--- config.mk ---
export PLATFORM = sky130hd
export DESIGN_NAME = adder_seq_nbit
export DESIGN_NICKNAME = d
export VERILOG_FILES = /design/src/rtl/adder_seq_nbit.sv
export SDC_FILE = /design/constraint.sdc
export NUM_CORES = 1
export LEC_CHECK = 0
export CAP_MARGIN = 20
export CELL_PAD_IN_SITES_DETAIL_PLACEMENT = 1
export CELL_PAD_IN_SITES_GLOBAL_PLACEMENT = 2
export CORE_MARGIN = 1.5
export CORE_UTILIZATION = 29
export CTS_CLUSTER_DIAMETER = 100
export DETAILED_ROUTE_END_ITERATION = 10
export MAX_ROUTING_LAYER = met4
export PLACE_DENSITY = 0.86
export SLEW_MARGIN = 20
export SYNTH_ARGS = -nofsm -noshare
export SYNTH_HDL_FRONTEND = slang
export SYNTH_SLANG_ARGS = --single-unit
--- constraint.sdc ---
create_clock -name clk -period 2.3 [get_ports clk]
set_clock_uncertainty 0.2 [all_clocks]
set_input_delay 0.69 -clock clk [delete_from_list [all_inputs] [get_ports clk]]
set_output_delay 0.69 -clock clk [all_outputs]
set_load 0.005 [all_outputs]
--- src/rtl/adder_seq_nbit.sv ---
// adder_seq_nbit: multi-cycle WIDTH-bit add/sub, CHUNK bits per clock.
// Build option: define ADDER_SEQ_OVF_EN to build the signed-overflow flag.
module adder_seq_nbit #(
    parameter int WIDTH = 8,
    parameter int CHUNK = 4
) (
    input  logic             clk,
    input  logic             rst_n,
    input  logic             start,
    input  logic             sub,
    input  logic [WIDTH-1:0] A,
    input  logic [WIDTH-1:0] B,
    output logic             busy,
    output logic             done,
    output logic [WIDTH:0]   Sum,
    output logic             ovf
);

    localparam int NCHUNK = WIDTH / CHUNK;
    localparam int IW     = (NCHUNK > 1) ? $clog2(NCHUNK) : 1;

    typedef enum logic {
        IDLE,
        RUN
    } state_t;

    state_t state;
    state_t state_nxt;

    logic [NCHUNK-1:0][CHUNK-1:0] a_q;
    logic [NCHUNK-1:0][CHUNK-1:0] b_q;
    logic [NCHUNK-1:0][CHUNK-1:0] partial;
    logic [NCHUNK-1:0][CHUNK-1:0] part_nxt;
    logic                         carry;
    logic [IW-1:0]                idx;
    logic [CHUNK:0]               csum;
    logic                         last;
    logic                         take;

    assign busy = (state == RUN);
    assign last = (idx == IW'(NCHUNK - 1));
    assign take = (state == IDLE) && start;

    // State register; reset aborts any operation in flight.
    always_ff @(posedge clk or negedge rst_n) begin
        if (!rst_n) begin
            state <= IDLE;
        end else begin
            state <= state_nxt;
        end
    end

    // Next state: leave RUN on the edge that handles the top chunk.
    always_comb begin
        state_nxt = state;
        unique case (state)
            IDLE: if (start) state_nxt = RUN;
            RUN:  if (last)  state_nxt = IDLE;
            default: state_nxt = IDLE;
        endcase
    end

    // One chunk of the ripple add, merged into the partial result.
    always_comb begin
        csum = {1'b0, a_q[idx]} + {1'b0, b_q[idx]} + {{CHUNK{1'b0}}, carry};
        part_nxt = partial;
        part_nxt[idx] = csum[CHUNK-1:0];
    end

    // Operand capture, chunk iteration and result publication.
    always_ff @(posedge clk or negedge rst_n) begin
        if (!rst_n) begin
            a_q     <= '0;
            b_q     <= '0;
            partial <= '0;
            carry   <= 1'b0;
            idx     <= '0;
            Sum     <= '0;
            done    <= 1'b0;
        end else begin
            done <= 1'b0;
            if (take) begin
                a_q   <= A;
                b_q   <= B ^ {WIDTH{sub}};
                carry <= sub;
                idx   <= '0;
            end else if (state == RUN) begin
                partial <= part_nxt;
                carry   <= csum[CHUNK];
                if (last) begin
                    idx  <= '0;
                    Sum  <= {csum[CHUNK], part_nxt};
                    done <= 1'b1;
                end else begin
                    idx <= idx + 1'b1;
                end
            end
        end
    end

`ifdef ADDER_SEQ_OVF_EN
    logic cin_msb;

    assign cin_msb = csum[CHUNK-1] ^ a_q[idx][CHUNK-1] ^ b_q[idx][CHUNK-1];

    // Signed overflow: carry into MSB differs from carry out of MSB.
    always_ff @(posedge clk or negedge rst_n) begin
        if (!rst_n) begin
            ovf <= 1'b0;
        end else if ((state == RUN) && last) begin
            ovf <= cin_msb ^ csum[CHUNK];
        end
    end
`else
    assign ovf = 1'b0;
`endif

endmodule

# Yosys cells after proc, flatten, opt, wreduce, memory -nomap -nowiden
# Cells that the tools add are included.
# W data, S select, Z words.
# word_totals
output_inout_bits,12
inputBits,20
wordCells,42
register_bits,37
# op_classes
mux,18
bitwise,3
order_cmp,2
n_reduce_logical,5
addsub,3
# op_table
cell,count
$mux W4,5
$mux W1,10
$bwmux W8,1
$xor A8 B8 Y8,1
$add A4 B4 Y5,1
$add A5 B1 Y5,1
$demux W4 S1,1
$reduce_and A3 Y1,1
$logic_and A1 B1 Y1,2
$lt A1 B2 Y1 const B,1
$not A1 Y1,2
$pmux W1 S2,1
$reduce_and A2 Y1,1
$reduce_bool A2 Y1,1
$add A1 B1 Y1 const B,1
$ge A1 B1 Y1 const B,1

# Logic depth before layout (Yosys ltp)
# Gate-level depths: netlist of run 1.
# logic_depth
depth_word,6
depth_mapped,7
mapped_depth_nobuf,6

# Worst setup path after synthesis of run 1
# OpenSTA, ideal clock, no wires.
# synth_path
kind,reg-to-reg
start,reg idx
end,reg Sum[8]
t_required_ns,1.973
arrival_time_ns,2.189
slack_ns,-0.216
n_path_buf,1
path_stages_with_launch,8
cell_sequence,dfrtp_1 buf_2 mux2_2 fa_1 fa_1 a21o_1 a21oi_1 o21ai_0
# synth_via
elab_chain_cells,4
word_cells_on_any_way,7
# synth_rtl
element,line,rtl
from (decl),35,logic [IW-1:0] idx;
from (signal assigned),95,idx <= idx + 1'b1;
$mux W4 (not written as such) (2 in a row),65,"csum = {1'b0, a_q[idx]} + {1'b0, b_q[idx]} + {{CHUNK{1'b0}}, carry};"
$add A4 B4 Y5,65,
$add A5 B1 Y5,65,
to (signal assigned),92,"Sum <= {csum[CHUNK], part_nxt};"
to (decl),15,"output logic [WIDTH:0] Sum,"
# Parallel ways exist; a longest one is shown, timed or not. The select of a mux whose other input is x is not followed.
# A chain may end at the register's enable or synchronous reset.

# Worst setup path after layout of run 1
# layout_path
start,reg idx
end,reg carry
# layout_via
elab_chain_cells,6
word_cells_on_any_way,8
# layout_rtl
element,line,rtl
$mux W4 (not written as such) (2 in a row),65,
$add A4 B4 Y5 (*),65,
$add A5 B1 Y5 (*),65,
$mux W1 (*),87,end else if (state == RUN) begin
$mux W1 (*),82,if (take) begin
to (signal assigned),85,carry <= sub;
to (signal assigned),89,carry <= csum[CHUNK];
to (decl),34,logic carry;
# Every way passes the cells marked *; elsewhere a longest branch is shown, timed or not. The select of a mux whose other input is x is not followed.

==> results.txt, run 1 <==
- The worst hold path was traced through 2 stages.
- The endpoint identified for the worst register-to-register timing path is carry.
* Core Area: 0.00520 sq mm
- Detailed placement ended at an HPWL of between 2 and 2.5 mm.
- Post-detailed-route DRC marker count: 0
- Number of detailed-routing iterations run before antenna repair: 4
- Summing the sequential cell areas from Yosys gives roughly 52% of the chip area.
* Final Wtd Congestion: roughly 0.73
- The clock passes through at most 2 buffers.
- The flow ran to the end, and the final reports show no timing, DRC or antenna violations.
* TritonCTS sink count: 33
- For flop-to-flop paths, the worst setup slack is 0.08 ns.
- The min-delay analysis places its worst path in the category register to register.
* Number of violations reported at the end of detailed-routing iteration 0: 41
- Max-cap violations in this run came to 0.
- Peak Freq: 450 MHz
- Crit end category: register
- The cell area that synthesis handed to floorplanning was between 0.0015 and 0.002 sq mm.
* CP max FO: 4
- Clock period minus worst slack: 2.22 ns
- Post-synthesis average cell area: about 11 sq um
- Number of global-route vias before repair: 1,273
* Worst hold start: partial[1]
- The worst setup path is of the register to register kind.
- Synth top area cells: sky130_fd_sc_hd__dfrtp_1 (52%), sky130_fd_sc_hd__mux2_2 (11%), sky130_fd_sc_hd__nand2_1 (7.8%), sky130_fd_sc_hd__xnor2_1 (4.9%), sky130_fd_sc_hd__o21ai_0 (3.4%)
- For this design the ratio of total power to cell area is 1510 mW/mm^2.
- Actual slew at the worst max-slew pin: between 0.5 and 0.6 ns
- Initial cell density of the core: 30.7%
* Number of I/O port buffers: 30
* Final setup TNS: 0 ns
- Count of final setup violators: 0
- In this run the critical register-to-register path is launched from idx.
- Worst slew slack as a fraction of its limit: between 60% and 70%
* Worst EP required: 2.27 ns
- In the final layout, the share of cells above drive strength 1 is 22.3%.
- The count of nets left with antenna violations once routing finished came out at 0.
- On the final layout, the worst hold slack is 0.276 ns.
- For hold timing, the worst endpoint is Sum[1].
- The detailed router placed 1,131 vias in this run.
* Pin count of the biggest net entering global routing: 34
* Layout overhead on the synthesized area: 32.1%
- The die is 77.2 um tall.
- Number of different library cells in the post-synthesis netlist: 27
- Routed length per placed instance: 13.2 um
* Antenna violations before repair: 0
- DIE WIDTH: 77.2 um
- Depth of the CTS H-tree: 2
- Clock Tree Root: sky130_fd_sc_hd__clkbuf_8
- Syn Nets: 166
- The Yosys step of the flow raised 0 warnings.
* Io pins: 32
- Hold repair after CTS inserted 0 buffers.
* Tcrit/Tclk final: 96.6%
- Across every metal layer, demand over resource in global routing totals 13.0%.
- Setup repair after global routing could not meet its margin everywhere.
- Critical Path Source Type: register
* Routed WL: 3.28 mm
- The final number of max-transition violations came to 0.
- Prior to clock tree synthesis, the placed netlist has a worst setup slack of -0.0305 ns.
- The synthesized design spends more area on one cell type than any other, namely sky130_fd_sc_hd__dfrtp_1.
* Number of vias per cell: ~4.5
- For the worst setup path, the data arrival time is around 2.2 ns.
- Final number of hold-violating endpoints: 0
* Proportion of netlist area held by the largest area contributor: 51.7%
- Final WS setup: 0.0776 ns
- The worst register-to-register path has a depth of 6.
* Net count, final: between 200 and 250
- CTS tree: built
- IR Drop Worst-Case VDD: 0.000419 V
- Clock latency on the worst-skew pair, taken at its later pin, is between 0.2 and 0.3 ns.
* Number of storage elements in the synthesis netlist: 33
* Overflow left after global routing: 0
- Total leakage power: 0.920 nW
- The die covers between 0.005 and 0.006 sq mm.
- Wire length of the first global-routing pass: between 5 and 6 mm
- Post-Syn Instances: 141
* Rows: 26
- Final total power: 3.18 mW
* TritonCTS Buffers: 5
- Antenna diodes: 0
* Clock transition time at the flip-flop clock pins of the worst setup and hold paths: 0.07 ns
## kinds of logic after synthesis
group,share of synthesized area (%)
adder cells (fa/ha/maj),4.86
AND/OR/NAND/NOR,12.9
XOR/XNOR,4.94
AO/OA/AOI/OAI,8.07
buffers and inverters,4.00
other,0.235
multiplexers,13.3
flip-flops,51.7
## placed cells by master (no fill, tap or decap), drive strengths merged, types with 2 or more instances in the layout
master         instances
a21oi                  3
a221oi                 2
and4b                  3
buf                    9
clkbuf                 6
clkdlybuf4s50         30
clkinv                 3
dfrtp                 33
fa                     2
ha                     3
mux2                  18
nand2                 33
nand2b                 3
nor4bb                 2
o21ai                 11
xnor2                  9
## worst max-delay path by stage
stage,startpoint,to
2_1_floorplan,idx,Sum[8]
3_3_place_gp,idx,Sum[8]
3_5_place_dp,idx,partial[3]
4_1_cts,idx,Sum[7]
5_1_grt,idx,carry
6_report,idx,carry
## final cells by class
cell class | count | area, sq um
repair buffers | 39 | 372
inverters | 2 | 7.51
clock buffers | 6 | 72.6
clock inverters | 2 | 10.0
well taps | 70 | 87.6
flip-flops and latches | 33 | 827
multi-input cells | 97 | 732
fillers | 590 | 3100
## cells in the mapped netlist, drive strengths merged
cell type	instances
a211oi	1
a21o	1
a21oi	3
a221oi	2
and4b	3
buf	9
clkinv	1
conb	1
dfrtp	33
fa	2
ha	3
inv	1
mux2	18
mux2i	1
nand2	33
nand2b	3
nor2b	1
nor4bb	2
o211ai	1
o21a	1
o21ai	11
or3	1
xnor2	9
## critical path, cell delays in order, from the launching register on
cell,delay [ns]
sky130_fd_sc_hd__dfrtp_2,0.45
sky130_fd_sc_hd__mux2_4,0.32
sky130_fd_sc_hd__fa_2,0.38
sky130_fd_sc_hd__fa_2,0.37
sky130_fd_sc_hd__a21o_1,0.17
sky130_fd_sc_hd__a21oi_2,0.14
sky130_fd_sc_hd__a21oi_1,0.08
## timing repair
action,in CTS,in global routing
endpoints found under the hold margin,0,0
endpoints found under the setup margin,2,5
pin swaps,0,2
setup buffers,1,1
gates resized for setup,1,4
## routing by layer
| metal | routed length, um | up-vias | GRT usage, % | share of wire (%) |
|---|---|---|---|---|
| met3 | 150 | 5 | 3.33 | 4.6 |
| met4 | 51 | 0 | 4.91 | 1.6 |
| met5 | 0 | - | - | 0 |
| li1 | - | 545 | - | - |
| met1 | 1410 | 551 | 14.1 | 43 |
| met2 | 1670 | 30 | 22.6 | 51 |
## through the flow
stage / util (%) / instance area (sq um) / instances
after CTS: 40.2 / 2090 / 248
after global placement: 38.4 / 2000 / 239
after global routing: 40.5 / 2110 / 249
after floorplan: - / 1620 / 141
final: 40.5 / 2110 / 249
after detailed placement: 38.4 / 2000 / 239
## report_power, final
| part | switching (mW) | total [mW] | leakage, nW | internal (mW) |
|---|---|---|---|---|
| Clock | 0.214 | 0.424 | 0.0450 | 0.210 |
| Sequential | 0.163 | 1.04 | 0.399 | 0.877 |
| Combinational | 0.775 | 1.72 | 0.476 | 0.944 |
| Total | 1.15 | 3.18 | 0.920 | 2.03 |
## flip-flops by register name (all words and copies together) (netlist names)
register  cells
Sum           9
a_q           8
b_q           8
partial       4
busy          1
carry         1
done          1
idx           1
No activity file was read; power rests on OpenSTA's default activity.
==> run 2: changes to the inputs <==
Settings changed: ABC_CLOCK_PERIOD_IN_PS set to 2300.
==> results of run 2 <==
The final DEF is identical to that of run 1; final timing and power are the same.
